### config.mk
export PLATFORM = sky130hd
export DESIGN_NAME = mailbox_drain_flat
export DESIGN_NICKNAME = d
export VERILOG_FILES = /design/src/rtl/mailbox_drain_if.sv /design/src/rtl/mailbox_drain.sv /design/src/flat_wrapper.sv
export SDC_FILE = /design/constraint.sdc
export NUM_CORES = 1
export LEC_CHECK = 0
export CAP_MARGIN = 10
export CORE_UTILIZATION = 55
export CTS_CLUSTER_SIZE = 28
export DETAILED_ROUTE_END_ITERATION = 12
export DONT_BUFFER_PORTS = 1
export GPL_TIMING_DRIVEN = 0
export PLACE_DENSITY = 0.66
export SLEW_MARGIN = 10
export SYNTH_ARGS = -nofsm -noshare
export SYNTH_HDL_FRONTEND = slang
export SYNTH_SLANG_ARGS = --single-unit
### constraint.sdc
create_clock -name clk -period 3.2 [get_ports clk]
set_input_delay 0.48 -clock clk [delete_from_list [all_inputs] [get_ports clk]]
set_output_delay 0.48 -clock clk [all_outputs]
set_load 0.1 [all_outputs]
### src/rtl/mailbox_drain_if.sv
// Message stream from the mailbox drain agent to its consumer.
// A beat transfers on a rising edge where m_valid && m_ready; while m_valid is high
// and m_ready is low, m_data/m_addr hold steady, and both read 0 when m_valid is low.
interface mailbox_drain_if #(
    parameter int DATA_W = 8,
    parameter int ADDR_W = 4
);
    logic              m_valid;
    logic              m_ready;
    logic [DATA_W-1:0] m_data;
    logic [ADDR_W-1:0] m_addr;

    modport master (
        output m_valid,
        output m_data,
        output m_addr,
        input  m_ready
    );

    modport slave (
        input  m_valid,
        input  m_data,
        input  m_addr,
        output m_ready
    );
endinterface

### src/rtl/mailbox_drain.sv
// Read-side agent for the mailbox RAM: sweeps a slot range with read-to-clear strobes
// and forwards every non-zero message, tagged with its slot, through a small FWFT FIFO.
module mailbox_drain #(
    parameter int DATA_W     = 8,
    parameter int ADDR_W     = 4,
    parameter int SCAN_LO    = 0,
    parameter int SCAN_HI    = 15,
    parameter int FIFO_DEPTH = 4
) (
    input  logic              clk,
    input  logic              rst_n,
    input  logic              en_i,
    output logic              re_o,
    output logic [ADDR_W-1:0] add_o,
    input  logic [DATA_W-1:0] rd_data_i,
    output logic              sweep_done_o,
    output logic [7:0]        msg_count_o,
    output logic [1:0]        state_o,
    mailbox_drain_if.master   m_if
);

    typedef enum logic [1:0] {
        IDLE    = 2'd0,
        ISSUE   = 2'd1,
        CAPTURE = 2'd2,
        STALL   = 2'd3
    } state_t;

    localparam int PTR_W = $clog2(FIFO_DEPTH);
    localparam int CNT_W = PTR_W + 1;
    localparam int ENT_W = ADDR_W + DATA_W;
    localparam logic [ADDR_W-1:0] LO       = ADDR_W'(SCAN_LO);
    localparam logic [ADDR_W-1:0] HI       = ADDR_W'(SCAN_HI);
    localparam logic [CNT_W-1:0]  FULL_CNT = CNT_W'(FIFO_DEPTH);

    state_t            state_q;
    logic [ADDR_W-1:0] ptr_q, ptr_d;
    logic              re_q;
    logic [ADDR_W-1:0] add_q;
    logic              sweep_done_q;
    logic [7:0]        msg_count_q;

    logic [ENT_W-1:0]  fifo_q [FIFO_DEPTH];
    logic [PTR_W-1:0]  wr_ptr_q, rd_ptr_q;
    logic [CNT_W-1:0]  count_q, count_d;
    logic [ENT_W-1:0]  head;
    logic              push, pop, full_q, full_d;

    assign push   = (state_q == CAPTURE) && (rd_data_i != '0);
    assign pop    = (count_q != '0) && m_if.m_ready;
    assign full_q = (count_q == FULL_CNT);
    assign full_d = (count_d == FULL_CNT);

    always_comb begin
        count_d = count_q;
        if (push && !pop) begin
            count_d = count_q + CNT_W'(1);
        end else if (!push && pop) begin
            count_d = count_q - CNT_W'(1);
        end
    end

    // Wrap on the range bounds rather than relying on address overflow.
    always_comb begin
        ptr_d = ptr_q;
        if (state_q == CAPTURE) begin
            ptr_d = (ptr_q == HI) ? LO : ptr_q + ADDR_W'(1);
        end
    end

    always_ff @(posedge clk or negedge rst_n) begin
        if (!rst_n) begin
            state_q      <= IDLE;
            ptr_q        <= LO;
            re_q         <= 1'b0;
            add_q        <= '0;
            sweep_done_q <= 1'b0;
            msg_count_q  <= '0;
        end else begin
            re_q         <= 1'b0;
            sweep_done_q <= 1'b0;
            case (state_q)
                IDLE: begin
                    if (en_i) begin
                        if (full_q) begin
                            state_q <= STALL;
                        end else begin
                            state_q <= ISSUE;
                            re_q    <= 1'b1;
                            add_q   <= ptr_q;
                        end
                    end
                end
                ISSUE: begin
                    state_q <= CAPTURE;
                end
                CAPTURE: begin
                    ptr_q        <= ptr_d;
                    sweep_done_q <= (ptr_q == HI);
                    if (push && (msg_count_q != 8'hFF)) begin
                        msg_count_q <= msg_count_q + 8'd1;
                    end
                    // en low only stops new reads; this capture has already completed.
                    if (!en_i) begin
                        state_q <= IDLE;
                    end else if (full_d) begin
                        state_q <= STALL;
                    end else begin
                        state_q <= ISSUE;
                        re_q    <= 1'b1;
                        add_q   <= ptr_d;
                    end
                end
                STALL: begin
                    if (!en_i) begin
                        state_q <= IDLE;
                    end else if (!full_q) begin
                        state_q <= ISSUE;
                        re_q    <= 1'b1;
                        add_q   <= ptr_q;
                    end
                end
                default: state_q <= IDLE;
            endcase
        end
    end

    always_ff @(posedge clk or negedge rst_n) begin
        if (!rst_n) begin
            wr_ptr_q <= '0;
            rd_ptr_q <= '0;
            count_q  <= '0;
        end else begin
            if (push) wr_ptr_q <= wr_ptr_q + PTR_W'(1);
            if (pop)  rd_ptr_q <= rd_ptr_q + PTR_W'(1);
            count_q <= count_d;
        end
    end

    always_ff @(posedge clk) begin
        if (push) fifo_q[wr_ptr_q] <= {ptr_q, rd_data_i};
    end

    assign head           = fifo_q[rd_ptr_q];
    assign m_if.m_valid   = (count_q != '0);
    assign m_if.m_data    = m_if.m_valid ? head[DATA_W-1:0] : '0;
    assign m_if.m_addr    = m_if.m_valid ? head[ENT_W-1:DATA_W] : '0;

    assign re_o         = re_q;
    assign add_o        = add_q;
    assign sweep_done_o = sweep_done_q;
    assign msg_count_o  = msg_count_q;
    assign state_o      = state_q;

endmodule
### src/flat_wrapper.sv
// flat-port wrapper written by rule: the top's interface ports become plain ports
module mailbox_drain_flat 
#(
    parameter int DATA_W     = 8,
    parameter int ADDR_W     = 4,
    parameter int SCAN_LO    = 0,
    parameter int SCAN_HI    = 15,
    parameter int FIFO_DEPTH = 4
)
  (clk, rst_n, en_i, re_o, add_o, rd_data_i, sweep_done_o, msg_count_o, state_o, m_if_m_valid, m_if_m_data, m_if_m_addr, m_if_m_ready);
  mailbox_drain_if #(.DATA_W(DATA_W), .ADDR_W(ADDR_W)) m_if_i ();
  input  logic clk;
  input  logic rst_n;
  input  logic en_i;
  output logic re_o;
  output logic [ADDR_W-1:0] add_o;
  input  logic [DATA_W-1:0] rd_data_i;
  output logic sweep_done_o;
  output logic [7:0] msg_count_o;
  output logic [1:0] state_o;
  output wire logic [$bits(m_if_i.m_valid)-1:0] m_if_m_valid;
  output wire logic [$bits(m_if_i.m_data)-1:0] m_if_m_data;
  output wire logic [$bits(m_if_i.m_addr)-1:0] m_if_m_addr;
  input wire logic [$bits(m_if_i.m_ready)-1:0] m_if_m_ready;
  assign m_if_m_valid = m_if_i.m_valid;
  assign m_if_m_data = m_if_i.m_data;
  assign m_if_m_addr = m_if_i.m_addr;
  assign m_if_i.m_ready = m_if_m_ready;
  mailbox_drain #(.DATA_W(DATA_W), .ADDR_W(ADDR_W), .SCAN_LO(SCAN_LO), .SCAN_HI(SCAN_HI), .FIFO_DEPTH(FIFO_DEPTH)) u_core (.clk(clk), .rst_n(rst_n), .en_i(en_i), .re_o(re_o), .add_o(add_o), .rd_data_i(rd_data_i), .sweep_done_o(sweep_done_o), .msg_count_o(msg_count_o), .state_o(state_o), .m_if(m_if_i));
endmodule
; ---- Yosys cells after proc, flatten, opt, wreduce, memory -nomap -nowiden
; Memories as Yosys holds them, arrays and structs flattened.
; Index checks and enable logic that the tools add are counted.
[classes]
addsub = 6
eq_ne = 13
mux = 25
reduce_logical = 15
[ops]
columns = cell, count
row1 = $mux 4, 6
row2 = $mux 2, 6
row3 = $add 8x1->8 const B, 1
row4 = $mux 8, 1
row5 = $ne 2x2->1 const B, 4
row6 = $ne 8x8->1 const B, 1
row7 = $pmux 2 s4, 1
row8 = $pmux 4 s2, 1
row9 = $reduce_bool 8->1, 1
row10 = $mux 1, 7
row11 = $eq 3x3->1 const B, 2
row12 = $mux 3, 2
row13 = $logic_and 1x1->1, 5
row14 = $reduce_and 5->1, 1
row15 = $add 2x1->2 const B, 2
row16 = $add 4x1->4 const B, 1
row17 = $eq 2x2->1 const B, 2
row18 = $eq 4x4->1 const B, 1
row19 = $reduce_and 2->1, 2
row20 = $add 3x1->3 const B, 1
row21 = $ne 3x3->1 const B, 1
row22 = $reduce_bool 3->1, 1
row23 = $sub 3x1->3 const B, 1
row24 = $eq 2x1->1 const B, 1
row25 = other kinds (6), 7
[word_totals]
regBits = 27
ram_bits = 48
inputBits = 12
word_cells = 69
mem_count = 1
[mem_list]
columns = memory, depth, width, read_ports, rd_ports_with_merged_regs, write_ports, line_no
row1 = u_core.fifo_q, 4, 12, 1, 0, 1, mailbox_drain.sv:43  ; logic [ENT_W-1:0] fifo_q [FIFO_DEPTH];

; ---- Logic depth before layout (Yosys ltp)
[logic_depth]
word_depth = 10
depth_mapped = 9

; ---- Least setup slack after synthesis
; No wires, ideal clock.
[synth_timing]
path_kind = reg2out
startpoint = register u_core.count_q[0]
endpoint = output port m_if_m_addr[1]
arrival_time_ns = 2.684
setup_slack_ns = 0.036
stages_incl_launch_ff = 6
path_buffers = 1
cell_sequence = dfrtp_1 -> inv_1 -> ha_1 -> nand2b_1 -> clkbuf_1 -> and2_1
[synth_via]
elab_chain_cells = 2
[synth_lines]
columns = element, line_no
row1 = from (decl), mailbox_drain.sv:45  ; logic [CNT_W-1:0] count_q, count_d;
row2 = from (signal assigned), mailbox_drain.sv:136  ; count_q <= count_d;
row3 = $reduce_bool 3->1, mailbox_drain.sv:145  ; assign m_if.m_valid = (count_q != '0);
row4 = net m_if_m_valid, flat_wrapper.sv:21  ; output wire logic [$bits(m_if_i.m_valid)-1:0] m_if_m_valid;
row5 = $mux 4, mailbox_drain.sv:147  ; assign m_if.m_addr = m_if.m_valid ? head[ENT_W-1:DATA_W] : '0;
row6 = to (decl), flat_wrapper.sv:23  ; output wire logic [$bits(m_if_i.m_addr)-1:0] m_if_m_addr;
; The timed path passes the listed nets, and every way through them passes these cells.

; ---- Final worst setup path
[layout_timing]
startpoint = register u_core.state_q[0] (netlist: u_core.state_o[0])
endpoint = register u_core.add_q[1] (netlist: u_core.add_o[1])
[layout_via]
elab_chain_cells = 9
[layout_lines]
columns = element, line_no
row1 = from (decl), mailbox_drain.sv:36  ; state_t state_q;
row2 = from (signal assigned), mailbox_drain.sv:73  ; state_q <= IDLE;
row3 = from (signal assigned), mailbox_drain.sv:86  ; state_q <= STALL;
row4 = from (signal assigned), mailbox_drain.sv:88  ; state_q <= ISSUE;
row5 = $eq 2x2->1 (*), mailbox_drain.sv:49  ; assign push = (state_q == CAPTURE) && (rd_data_i != '0);
row6 = $logic_and 1x1->1 (*), mailbox_drain.sv:49
row7 = $logic_not 1->1, mailbox_drain.sv:58  ; end else if (!push && pop) begin
row8 = $logic_and 1x1->1, mailbox_drain.sv:58
row9 = $mux 3, mailbox_drain.sv:58
row10 = $mux 3 (*), mailbox_drain.sv:56  ; if (push && !pop) begin
row11 = net u_core.count_d[2], mailbox_drain.sv:45
row12 = $eq 3x3->1 (*), mailbox_drain.sv:52  ; assign full_d = (count_d == FULL_CNT);
row13 = $ne 2x2->1 (no source line) (*), n/a
row14 = $reduce_and 5->1 (no source line) (*), n/a
row15 = to (signal assigned), mailbox_drain.sv:90  ; add_q <= ptr_q;
row16 = to (signal assigned), mailbox_drain.sv:111  ; add_q <= ptr_d;
row17 = to (signal assigned), mailbox_drain.sv:120  ; add_q <= ptr_q;
row18 = to (decl), mailbox_drain.sv:39  ; logic [ADDR_W-1:0] add_q;
; The timed path passes the listed nets; every way through them passes the cells marked *.
; A chain may end at the register's enable or synchronous reset.

==> results.md <==
- Outcome: finished clean
- Seq/Total Area, Yosys: 62.67%
- Synthesized area per cell: 15.08 um2
- WL final: 5.623 mm
- Layout cells sized above 1: 22.31%
- Most frequent cells in the layout: edfxtp_1, dfrtp_1, nand2_1, ha_1, mux4_2
- Min-delay worst type: primary input to flop
- Kind of critical path: flop to flop
- Vias in the first global route: 1863
- Max-cap viol count: 0
- Die Footprint: 6459 um2
- Highest Clock Rate: 0.3308 GHz
- CTS sink count: 75
- YS warnings: 0
- TritonCTS clock tree: built
- Tot GR Track Use: 19.39%
- DIE WIDTH: 80.37 um
- Antenna cell count: 0
- R2r endpoint: u_core.add_o[1]
- Endpoints failing setup: 0
- Synth Net Count: 250
- Reg2reg path depth: 8
- Most used cell, CP: o21ai_1
- Die H: 80.37 um
- Critical Path Source Type: flop
- Layout Nets: 263
- CP Max Fanout: 9
- Worst Hold Depth: 0
- Crit-path cells: inv_1 > ha_1 > clkbuf_1 > o21ai_1 > a311o_1 > o21ai_1 > a311o_4 > mux2_4
- H-tree Lvls: 3
- FF+latch count, synth: 75
- WL/cell: 17.74 um
- Period minus WS final: 3.023 ns
- Asr flop ratio synth: 36.00%
- First-pass GRT wire length: 8.942 mm
- Routed Antenna Nets: 0
- Min-delay src: rd_data_i[4]
- Tcrit/Tclk final: 94.47%
- Slew HR: 32.71%
- DRC viols: 0
- Critical-path top delay cell: dfrtp_2
- Synth cell types: 38
- Fin. Hold Viols: 0
- DR vias/cell: 5.716
- Worst setup EP type: flop
- Largest delay contributor family on the critical path: compound AO/OA/AOI/OAI gates
- 1st-pass router iterations: 5
- Placer Congestion: 0.7136
- Dominant synthesized flop cell: edfxtp_1
- R2r setup slk: 0.18 ns
- Layout area overhead: 10.59%
- Largest stage delay on the critical path: 0.63 ns
- Post-synth EDFFs: 48
- Final core utilization: 63.10%
- Largest net degree at the start of global routing: 28
- PnR worst setup slack: 0.1768 ns
- Setup WS pre-CTS: -0.1243 ns
- Unrepaired setup endpoints after global routing: false
- Synth Instances: 224
- Commonest non-fill, non-tap cell in the layout: edfxtp_1
- Clock transition at the registers of the reported paths: 0.07 ns
- Std-Cell Rows: 28
- Slew Viols, Final: 0
- Total global routing overflow: 0
- Layout Skew: 0.006402 ns
- Worst r2r src: u_core.state_o[0]
- Clk Latency, worst-skew pair: 0.34 ns
- Core Region: 5921 um2
- Pin slew with the least headroom to its limit: 1.009 ns
- Vias post-DR: 1812
- CP Data Required Time: 3.42 ns
- Initial drt markers: 74
- Inserted Clock Buffers: 9
- Initial antenna violation count: 0
- Port bufs: 0
- Hold worst-path end: u_core.fifo_q[1][4]
- Clock buffer depth: 2
- Starting Density: 57.06%
- HPWL Detailed: 3.839 mm
- CP Buf/Inv Count: 2
- Root Driver: clkbuf_8
- WP data arrival: 3.24 ns
- Post-CTS Setup Bufs: 0
- IO Count: 41
- Synthesized area: 3378 um2
==> cell usage after synthesis, types with 2 or more instances <==
library cell   n  area share, %
or4_1          2           0.44
nand3_1        3           0.44
xnor2_1       11            2.9
nor3_1         3           0.44
xor2_1         2           0.52
clkbuf_1       4           0.44
mux4_2        12            8.0
o21ai_1        2           0.30
ha_1          14            5.2
o21a_1         2           0.44
nand4_1        4           0.74
and2_1        17            3.1
nand2b_1       2           0.37
nor2_1         4           0.44
and3_1         2           0.37
a41oi_1        2           0.52
inv_1         10            1.1
edfxtp_1      48             43
mux2_2         5            1.7
o21ai_0        7            1.0
dfrtp_1       27             20
nand2_1       16            1.8
buf_1          2           0.22
mux2_4         4            1.8
a21oi_1        6           0.89
==> layer usage <==
layer	part of all wire, %	routed length [um]	vias up	GRT usage, %
met2	50	2795	58	32.46
met5	0	0	-	0
li1	-	-	852	-
met1	43	2409	892	22.50
met4	1.2	65	0	9.107
met3	6.2	351	10	6.250
==> through the flow <==
| stage | instance area, um2 | std cells | hold slack [ns] | setup TNS (ns) |
|---|---|---|---|---|
| global route | 3736 | 317 | 0.2122 | 0 |
| global placement | 3472 | 299 | 0.1849 | -2.297 |
| detailed placement | 3473 | 299 | 0.1848 | -0.4688 |
| CTS | 3735 | 317 | 0.2224 | 0 |
| finish | 3736 | 317 | 0.2341 | 0 |
| floorplan | 3378 | 224 | 0.1844 | 0 |
==> logic make-up (layout without fill, tap and decap cells) <==
kind of cell    after synthesis  in the layout  share of synthesized area [%]
compound gates               26             26                          5.297
xor+xnor                     14             14                          4.185
fa+ha+maj                    14             14                          5.185
buf+inv                      17             35                          2.111
flops                        75             75                          62.67
mux                          21             21                          11.44
simple gates                 57             57                          9.111
==> worst max path at each step <==
stage / slack [ns] / cells past startpoint / end / start
final: 0.18 / 8 / u_core.add_o[1] / u_core.state_o[0]
after global routing: 0.03 / 8 / u_core.add_o[2] / u_core.state_o[0]
after CTS: 0.03 / 4 / m_if_m_data[5] / u_core.rd_ptr_q[0]
after detailed placement: -0.12 / 9 / u_core.add_o[2] / u_core.state_o[0]
after global placement: -0.25 / 5 / m_if_m_data[2] / u_core.count_q[0]
after floorplan: 0.04 / 5 / m_if_m_addr[1] / u_core.count_q[0]
==> worst reg2reg max path: cells and delay by family, from the launching register on <==
family | cells | cell delay, ns
buf+inv | 2 | 0.60
compound gates | 4 | 1.17
mux | 1 | 0.31
flops | 1 | 0.63
fa+ha+maj | 1 | 0.19
==> flip-flops by register name, summed over array words and instances, names as in the netlist <==
signal and flops:
u_core.rd_ptr_q 2, u_core.msg_count_o 8, u_core.state_o 2, u_core.count_q 3, u_core.wr_ptr_q 2, u_core.ptr_q 4
u_core.add_o 4, u_core.fifo_q 48, u_core.sweep_done_o 1, u_core.re_o 1
==> cell type report <==
type | count | area (um2)
Fill cell | 419 | 2185
Sequential cell | 75 | 2120
Multi-Input combinational cell | 132 | 1201
Clock buffer | 11 | 141.4
Tap cell | 75 | 93.84
Clock inverter | 5 | 76.32
Inverter | 10 | 37.54
Buffer | 7 | 36.28
Timing Repair Buffer | 2 | 30.03
==> what timing repair did <==
action                                 in CTS  in global routing
cloned                                      0                  0
setup endpoints to repair                  13                  8
hold buffers                                2                  0
resized for setup                          11                  2
endpoints found under the hold margin      27                  0
pin swaps                                   0                  0
Power is not shown: default switching activity piles up to over one toggle a cycle in this logic, so the estimate is an artifact.
